### src/rtl/flash_seq_pkg.sv
// Shared types and constants for the multi-region flash read sequencer.
package flash_seq_pkg;

  typedef enum logic [2:0] {
    ST_IDLE,
    ST_SCAN,
    ST_ISSUE,
    ST_WAIT,
    ST_DONE
  } seq_state_e;

  localparam logic [1:0] MODE_STD     = 2'b00;
  localparam logic [1:0] MODE_DUAL    = 2'b01;
  localparam logic [1:0] MODE_QUAD    = 2'b10;
  localparam logic [1:0] MODE_ILLEGAL = 2'b11;

  localparam logic [1:0] ERR_NONE       = 2'b00;
  localparam logic [1:0] ERR_BAD_REGION = 2'b01;
  localparam logic [1:0] ERR_TIMEOUT    = 2'b10;
  localparam logic [1:0] ERR_ABORT      = 2'b11;

endpackage

### src/rtl/flash_seq_timer.sv
// Per-read watchdog: cleared on each launch, counts while waiting, flags expiry
// TIMEOUT_CYCLES cycles after the clear cycle.
module flash_seq_timer
  import flash_seq_pkg::*;
#(
  parameter logic [23:0] TIMEOUT_CYCLES = 24'd10_000_000
) (
  input  logic system_clk,
  input  logic system_reset_n,
  input  logic clear,
  input  logic count_en,
  output logic expired
);

  logic [23:0] count;

  always_ff @(posedge system_clk or negedge system_reset_n) begin
    if (!system_reset_n) begin
      count <= '0;
    end else if (clear) begin
      count <= '0;
    end else if (count_en && !expired) begin
      count <= count + 24'd1;
    end
  end

  // The first waiting cycle sees count 0, so expiry lands on the Nth cycle after the clear.
  assign expired = count_en && (count >= (TIMEOUT_CYCLES - 24'd1));

endmodule

### src/rtl/flash_region_sequencer.sv
// Walks a table of flash regions, launching one engine read per enabled region.
// Optional FLASH_SEQ_TIMEOUT_EN adds the per-read timeout with retry.
module flash_region_sequencer
  import flash_seq_pkg::*;
#(
  parameter int          NUM_REGIONS    = 4,
  parameter int          ADDR_W         = 32,
  parameter logic [23:0] TIMEOUT_CYCLES = 24'd10_000_000,
  parameter int          MAX_RETRY      = 2,
  localparam int         IDX_W          = $clog2(NUM_REGIONS + 1)
) (
  input  logic                          system_clk,
  input  logic                          system_reset_n,
  input  logic                          start_flag,
  input  logic                          abort,
  input  logic [NUM_REGIONS-1:0]        region_en,
  input  logic [NUM_REGIONS*ADDR_W-1:0] region_start_addr,
  input  logic [NUM_REGIONS*ADDR_W-1:0] region_end_addr,
  input  logic [NUM_REGIONS*2-1:0]      region_mode,
  output logic                          eng_start,
  output logic [ADDR_W-1:0]             eng_start_addr,
  output logic [ADDR_W-1:0]             eng_end_addr,
  output logic [1:0]                    eng_mode,
  input  logic                          eng_done,
  output logic                          busy,
  output logic                          completed,
  output logic [IDX_W-1:0]              cur_region,
  output logic [1:0]                    err_code,
  output logic [IDX_W-1:0]              err_region
);

  seq_state_e        state, state_nxt;
  logic [IDX_W-1:0]  idx, idx_nxt;
  logic [ADDR_W-1:0] start_addr_nxt, end_addr_nxt;
  logic [1:0]        mode_nxt;
  logic              completed_nxt;
  logic [1:0]        err_code_nxt;
  logic [IDX_W-1:0]  err_region_nxt;

  logic              sel_en;
  logic [ADDR_W-1:0] sel_start, sel_end;
  logic [1:0]        sel_mode;
  logic              timer_expired;
  logic              retry_ok;

  always_comb begin
    sel_en    = 1'b0;
    sel_start = '0;
    sel_end   = '0;
    sel_mode  = MODE_STD;
    for (int i = 0; i < NUM_REGIONS; i++) begin
      if (idx == IDX_W'(i)) begin
        sel_en    = region_en[i];
        sel_start = region_start_addr[i*ADDR_W +: ADDR_W];
        sel_end   = region_end_addr[i*ADDR_W +: ADDR_W];
        sel_mode  = region_mode[i*2 +: 2];
      end
    end
  end

`ifdef FLASH_SEQ_TIMEOUT_EN
  localparam int RETRY_W = $clog2(MAX_RETRY + 2);

  logic [RETRY_W-1:0] retry_cnt;

  flash_seq_timer #(
    .TIMEOUT_CYCLES(TIMEOUT_CYCLES)
  ) u_timer (
    .system_clk    (system_clk),
    .system_reset_n(system_reset_n),
    .clear         (state == ST_ISSUE),
    .count_en      (state == ST_WAIT),
    .expired       (timer_expired)
  );

  always_ff @(posedge system_clk or negedge system_reset_n) begin
    if (!system_reset_n) begin
      retry_cnt <= '0;
    end else if (state == ST_SCAN) begin
      retry_cnt <= '0;
    end else if (state == ST_WAIT && !abort && !eng_done && timer_expired && retry_ok) begin
      retry_cnt <= retry_cnt + RETRY_W'(1);
    end
  end

  assign retry_ok = (retry_cnt < RETRY_W'(MAX_RETRY));
`else
  assign timer_expired = 1'b0;
  assign retry_ok      = 1'b0;
`endif

  always_comb begin
    state_nxt      = state;
    idx_nxt        = idx;
    start_addr_nxt = eng_start_addr;
    end_addr_nxt   = eng_end_addr;
    mode_nxt       = eng_mode;
    completed_nxt  = completed;
    err_code_nxt   = err_code;
    err_region_nxt = err_region;
    // Abort outranks completion and timeout arriving in the same cycle.
    if (state != ST_IDLE && abort) begin
      state_nxt      = ST_IDLE;
      err_code_nxt   = ERR_ABORT;
      err_region_nxt = idx;
      completed_nxt  = 1'b0;
    end else begin
      unique case (state)
        ST_IDLE: begin
          if (start_flag) begin
            idx_nxt       = '0;
            completed_nxt = 1'b0;
            err_code_nxt  = ERR_NONE;
            state_nxt     = ST_SCAN;
          end
        end
        ST_SCAN: begin
          if (idx == IDX_W'(NUM_REGIONS)) begin
            state_nxt = ST_DONE;
          end else if (!sel_en) begin
            idx_nxt = idx + IDX_W'(1);
          end else if (sel_end < sel_start || sel_mode == MODE_ILLEGAL) begin
            err_code_nxt   = ERR_BAD_REGION;
            err_region_nxt = idx;
            state_nxt      = ST_IDLE;
          end else begin
            start_addr_nxt = sel_start;
            end_addr_nxt   = sel_end;
            mode_nxt       = sel_mode;
            state_nxt      = ST_ISSUE;
          end
        end
        ST_ISSUE: state_nxt = ST_WAIT;
        ST_WAIT: begin
          if (eng_done) begin
            idx_nxt   = idx + IDX_W'(1);
            state_nxt = ST_SCAN;
          end else if (timer_expired) begin
            if (retry_ok) begin
              state_nxt = ST_ISSUE;
            end else begin
              err_code_nxt   = ERR_TIMEOUT;
              err_region_nxt = idx;
              state_nxt      = ST_IDLE;
            end
          end
        end
        ST_DONE: begin
          completed_nxt = 1'b1;
          state_nxt     = ST_IDLE;
        end
        default: state_nxt = ST_IDLE;
      endcase
    end
  end

  always_ff @(posedge system_clk or negedge system_reset_n) begin
    if (!system_reset_n) begin
      state          <= ST_IDLE;
      idx            <= '0;
      eng_start_addr <= '0;
      eng_end_addr   <= '0;
      eng_mode       <= MODE_STD;
      completed      <= 1'b0;
      err_code       <= ERR_NONE;
      err_region     <= '0;
    end else begin
      state          <= state_nxt;
      idx            <= idx_nxt;
      eng_start_addr <= start_addr_nxt;
      eng_end_addr   <= end_addr_nxt;
      eng_mode       <= mode_nxt;
      completed      <= completed_nxt;
      err_code       <= err_code_nxt;
      err_region     <= err_region_nxt;
    end
  end

  assign busy       = (state != ST_IDLE);
  assign eng_start  = (state == ST_ISSUE);
  assign cur_region = idx;

endmodule

### config.mk
export PLATFORM = sky130hd
export DESIGN_NAME = flash_region_sequencer
export DESIGN_NICKNAME = d
export VERILOG_FILES = /design/src/rtl/flash_seq_pkg.sv /design/src/rtl/flash_seq_timer.sv /design/src/rtl/flash_region_sequencer.sv
export SDC_FILE = /design/constraint.sdc
export NUM_CORES = 1
export LEC_CHECK = 0
export CORE_AREA = 2 2 137 139
export DETAILED_ROUTE_END_ITERATION = 8
export DIE_AREA = 0 0 139 141
export DONT_BUFFER_PORTS = 1
export MAX_ROUTING_LAYER = met4
export PLACE_DENSITY = 0.58
export SLEW_MARGIN = 25
export SYNTH_ARGS = -nofsm -noshare
export SYNTH_HDL_FRONTEND = slang
export SYNTH_SLANG_ARGS = --single-unit
### constraint.sdc
create_clock -name system_clk -period 13.2 [get_ports system_clk]
set_clock_uncertainty 0.2 [all_clocks]
set_input_delay 1.32 -clock system_clk [delete_from_list [all_inputs] [get_ports system_clk]]
set_output_delay 1.32 -clock system_clk [all_outputs]
set_load 0.01 [all_outputs]
Word-level counts from Yosys, hierarchy flattened. Index checks and enable logic that the tools add are counted.

Bits in registers: 78. Output and inout bits: 77. Input port bits: 273. Logic and storage cells: 92.

Equality and inequality tests: 20. Bitwise operators: 3. Mux-type cells: 42. $lt $le $gt $ge: 1. Reduce and logical (&&, ||, !) cells: 17. Add/sub/neg operators: 1.

Operators with widths (number): 32-bit two-way mux (8); 3-bit two-way mux (14); 32-bit less-than comparator (1); 2-bit two-way mux (10); 3-bit != test, second input constant (5); 3-bit by 2-bit == test with 1-bit output, second input constant (4); 3-bit case mux with 4 select lines (1); 3-bit nonzero test (4); 2-bit != test, second input constant (5); 5-bit AND reduction (2); 3-bit case mux with 3 select lines (1); 3-bit by 1-bit == test with 1-bit output, second input constant (2); 3-bit == test, second input constant (2); 3-bit zero test (2); 1-bit two-way mux (6); 6-bit AND reduction (1); 2-bit nonzero test (3); 4-bit != test, second input constant (1); 2-bit case mux with 2 select lines (1); 4-bit AND reduction (1); 3-bit by 1-bit adder with 3-bit output, second input constant (1); 1-bit inverter (3); 3-bit AND reduction (1); 2-bit == test, second input constant (1); 4 further kinds (4).

Logic depth before layout (Yosys ltp).
Depth after elaboration: 12. Depth in mapped cells: 20. Depth with buffers taken out: 15.

Worst setup path after synthesis. OpenSTA, ideal clock, no wires.

Path kind: register to register. Start point: reg idx[0], in the netlist cur_region[0]. End point: reg eng_end_addr[1]. Path slack: 8.685 ns. Required time: 12.875 ns. Path buffers: 5. Cell stages (with the launch flop): 20. Setup time: 0.125 ns. Period minus slack after synthesis: 4.515 ns. Arrival: 4.190 ns. Path through: dfrtp_1 inv_1 ha_1 clkbuf_1 nor2b_1 clkbuf_1 clkbuf_1 clkbuf_1 a221oi_1 nor3_1 a21oi_1 ha_1 a21oi_1 o21ai_0 a221oi_1 nand4_1 o211a_1 o2111a_2 buf_12 mux2_4.

Cells in the longest elaborated chain, start to end: 9. Elaborated cells on any way between the ends: 27. Those cells by class: order compare (1); eq/ne (5); mux (16); bitwise (2); reduce/logical (3).

Ends and longest elaborated chain: start, declared (RTL line flash_region_sequencer.sv:33) `logic [IDX_W-1:0] idx, idx_nxt;`; start signal, assigned (RTL line flash_region_sequencer.sv:169) `idx <= idx_nxt;`; 3-bit zero test (RTL line flash_region_sequencer.sv:52) `if (idx == IDX_W'(i)) begin`; 32-bit two-way mux or 2-bit two-way mux (tied branches) (4 in a row) (RTL line flash_region_sequencer.sv:52); 32-bit less-than comparator or 2-bit == test (tied branches) (RTL line flash_region_sequencer.sv:122) `end else if (sel_end < sel_start || sel_mode == MODE_ILLEGAL) begin`; 1-bit logical OR (RTL line flash_region_sequencer.sv:122); 1-bit inverter (no line); 5-bit AND reduction (no line); end signal, assigned (RTL line flash_region_sequencer.sv:171) `eng_end_addr <= end_addr_nxt;`; end, declared (RTL line flash_region_sequencer.sv:22) `output logic [ADDR_W-1:0] eng_end_addr,`.

Parallel ways exist; a longest one is shown, timed or not. A chain may end at the register's enable or synchronous reset.

Final worst setup path.
Start point: reg idx[1], in the netlist cur_region[1]. End point: reg eng_end_addr[9].

Same word-level chain as after synthesis.

==> run_results.csv <==
group,metric,value,unit
place,dp_hpwl,16.1,mm
finish,drive_gt1_share,11.5,%
global_routing,grt_pass1_vias,4850,
flow_run,drv_cap,0,
status,status,"completed",
sta,finalCriticalPeriod,6490,ps
sta,finalCritPeriodShare,49.2,%
yosys,yosysMostFrequentCell,"dfrtp_1",
cts,cts_tree,"built",
finish,antenna_cells,0,
sta,setup_viol,0,
drt,first_pass_iters,5,
yosys,synth_area_leader_cell,"dfrtp_1",
cts,cts-resized-gates,0,
worst_setup_path,critPathCaptureType,"flop",
power,switching_share,48.5,%
yosys,synthTopCellsByArea,"dfrtp_1 34%, ha_1 7.8%, mux2_2 6.2%, o21ai_0 6.1%, a221o_1 5.9%",
finish,synthToLayoutAreaGrowth,7.29,%
power,clockPowerShare,14.1,%
drt,drc,0,
place,post_dp_cell_area,5870,um^2
finish,final_area,6200,um^2
global_routing,grt_max_degree,79,
cts,clkTransAtPathRegs,60,ps
power,p_total,1.99,mW
place,io_buffers,0,
drt,vias_per_cell,5.80,
sta,timing.hold.ws,377,ps
global_routing,grtUsageTotal,20.9,%
power,p_leak,2.56,nW
cts,clock_sinks,78,
cts,numCtsBuffers,9,
yosys,synth.cell_area,5780,um^2
worst_setup_path,worstSetupPathType,"flop to flop",
power,vdd_drop_max,0.101,mV
die,start_util,31.7,%
drt,via_count,4934,
yosys,synth_area_per_cell,8.95,um^2
sta,tightest_slew,1050,ps
power,sequentialPowerShare,25.3,%
yosys,synth_top_area_share,33.8,%
yosys,yosysUniqueCellTypes,44,
sta,maxSlewHeadroom,30.3,%
worst_setup_path,required,13220,ps
worst_setup_path,rrSetupSlack,6710,ps
die,die_area,19600,um^2
yosys,ys_warn_count,0,
yosys,async_reset_ff_share,100,%
yosys,netlist_instances,646,
place,place_congestion,0.812,
cts,htreeDepth,3,
die,core.rowCount,50,
sta,slew_viol_final,0,
sta,fin_setup_tns,0,ps
yosys,synth_common_cells,"78 x dfrtp_1, 71 x o21ai_0, 49 x a21oi_1, 49 x nand2_1, 45 x clkbuf_1",
worst_hold_path,whs_endpoint,"eng_start_addr[28]$_DFFE_PN0P_",
sta,finalHoldViolCount,0,
worst_setup_path,cp.arrival,6520,ps
worst_setup_path,crit_fanout,36,
worst_setup_path,timing.rr.end,"eng_end_addr[9]$_DFFE_PN0P_",
die,core-area,18300,um^2
finish,nNetsFinal,920,
power,powerDensity,320,nW/um^2
die,die_x,139,um
worst_setup_path,r2r_cells,16,
worst_setup_path,reg2reg_from,"cur_region[1]$_DFFE_PN0P_",
power,switchingPower,0.963,mW
power,internal_power,1.02,mW
drt,wl_per_cell,24.1,um
die,fp.dieH,141,um
drt,drtAntennaViolNets,0,
sta,fmax,0.154,GHz
cts,cts_hold_repair.buffers,0,
sta,rsz0062_at_grt,"no",
global_routing,grt_pass1_wl,30.1,mm
worst_setup_path,cp-start-kind,"flop",
yosys,syn-num-nets,955,
worst_hold_path,worstHoldPathType,"flop to flop",
cts,clk_latency,340,ps
die,num_io_pins,350,
drt,wirelength,20.5,mm
finish,fillerInstances,1881,
cts,post_cts_buffers,0,
worst_hold_path,hold_depth,2,
drt,drt_iter0_drc,295,
yosys,yosys_most_used_dff,"dfrtp_1",
power,p_comb_share,60.6,%
yosys,seq_area_frac_synth,33.8,%
yosys,ys_ff_latch,78,
global_routing,antenna_found_initial,0,
yosys,synth-edff-count,0,
cts,root_buffer,"clkbuf_16",
cts,clock_path_buffers,2,
worst_hold_path,holdCritStartpoint,"eng_start_addr[28]$_DFFE_PN0P_",
global_routing,gr-total-overflow,0,
kinds of logic (layout without fill, tap and decap cells):
family | after synthesis | count (layout) | synth area share, %
fa+ha+maj | 36 | 36 | 7.79
buf+inv | 92 | 62 | 7.49
simple gates | 158 | 158 | 12.4
compound gates | 209 | 209 | 24.6
mux | 73 | 73 | 13.9
flops | 78 | 78 | 33.8
per-layer routing:
layer	global-route usage [%]	up-vias	part of all wire, %
met1	23.7	2336	39
li1	-	2331	-
met3	7.74	17	9.7
met4	4.25	0	1.2
met5	-	-	0
met2	35.6	250	50
layout by cell type, fill, tap and decap left out, types with 2 or more instances in the layout:
master	synthesis	routed
a21oi_1	49	49
a221o_1	34	34
a221oi_1	33	33
a22oi_1	2	2
a31oi_1	3	3
and4_1	2	2
buf_4	0	6
bufinv_16	0	2
clkbuf_16	0	9
clkbuf_8	0	3
dfrtp_1	78	78
ha_1	36	35
inv_1	40	40
mux2_2	32	32
mux2_4	7	7
mux2i_1	34	34
nand2_1	49	48
nand2b_1	5	5
nand3_1	5	5
nand3b_1	2	2
nand4_1	4	4
nor2_1	44	44
nor2b_1	6	4
nor2b_4	0	2
nor3_1	34	34
nor3b_1	2	2
o211ai_1	2	2
o21ai_0	71	71
o41ai_1	2	2
per-stage QoR:
stage / cells / setup WS, ps / utilization, %
finish: 850 / 6710 / 34.0
global route: 850 / 6230 / 34.0
global placement: 834 / 6840 / 32.1
detailed placement: 834 / 6710 / 32.1
CTS: 850 / 6660 / 34.0
floorplan: 646 / 8680 / -
critical path, stage by stage, from the launching register on:
cell and delay (ps):
dfrtp_1 460, inv_1 120, ha_1 310, nor2b_2 230, and2_2 590, buf_4 470, a221oi_1 130, nor3_1 180
a21oi_1 150, ha_1 400, nand4_1 160, nor4_1 470, a21oi_1 120, a31oi_1 320, o2111a_2 960, buf_4 590
mux2_2 390
power by group through the flow:
stage	registers, mW	logic (mW)	clock network, mW
global route	0.519	1.38	0.299
global placement	0.511	1.21	0
floorplan	0.463	0.935	0
detailed placement	0.509	1.23	0
CTS	0.506	1.23	0.291
finish	0.503	1.20	0.281
worst max-delay path by stage:
stage / from / to / slack [ps] / cells after the start
finish: cur_region[1]$_DFFE_PN0P_ / eng_end_addr[9]$_DFFE_PN0P_ / 6710 / 16
global route: cur_region[1]$_DFFE_PN0P_ / eng_end_addr[9]$_DFFE_PN0P_ / 6230 / 16
CTS: cur_region[1]$_DFFE_PN0P_ / eng_end_addr[9]$_DFFE_PN0P_ / 6660 / 16
detailed placement: cur_region[1]$_DFFE_PN0P_ / eng_end_addr[16]$_DFFE_PN0P_ / 6710 / 16
global placement: cur_region[0]$_DFFE_PN0P_ / eng_end_addr[11]$_DFFE_PN0P_ / 6840 / 15
floorplan: cur_region[0]$_DFFE_PN0P_ / eng_end_addr[1]$_DFFE_PN0P_ / 8680 / 19
state kept, by name (all words and copies together) (netlist names):
signal	cells
err_code	2
eng_start_addr	32
completed	1
eng_end_addr	32
err_region	3
state	3
cur_region	3
eng_mode	2
area by class of cell:
| cell class | instances | area (um^2) | area share [%] |
|---|---|---|---|
| multi-input combinational | 476 | 3430 | 55.3 |
| clock buffer | 13 | 270 | 4.36 |
| sequential | 78 | 1950 | 31.5 |
| timing repair buffer | 6 | 45.0 | 0.726 |
| tap | 234 | 293 | 4.72 |
| inverter | 40 | 150 | 2.42 |
| clock inverter | 3 | 65.1 | 1.05 |
No activity file was read; power rests on OpenSTA's default activity.
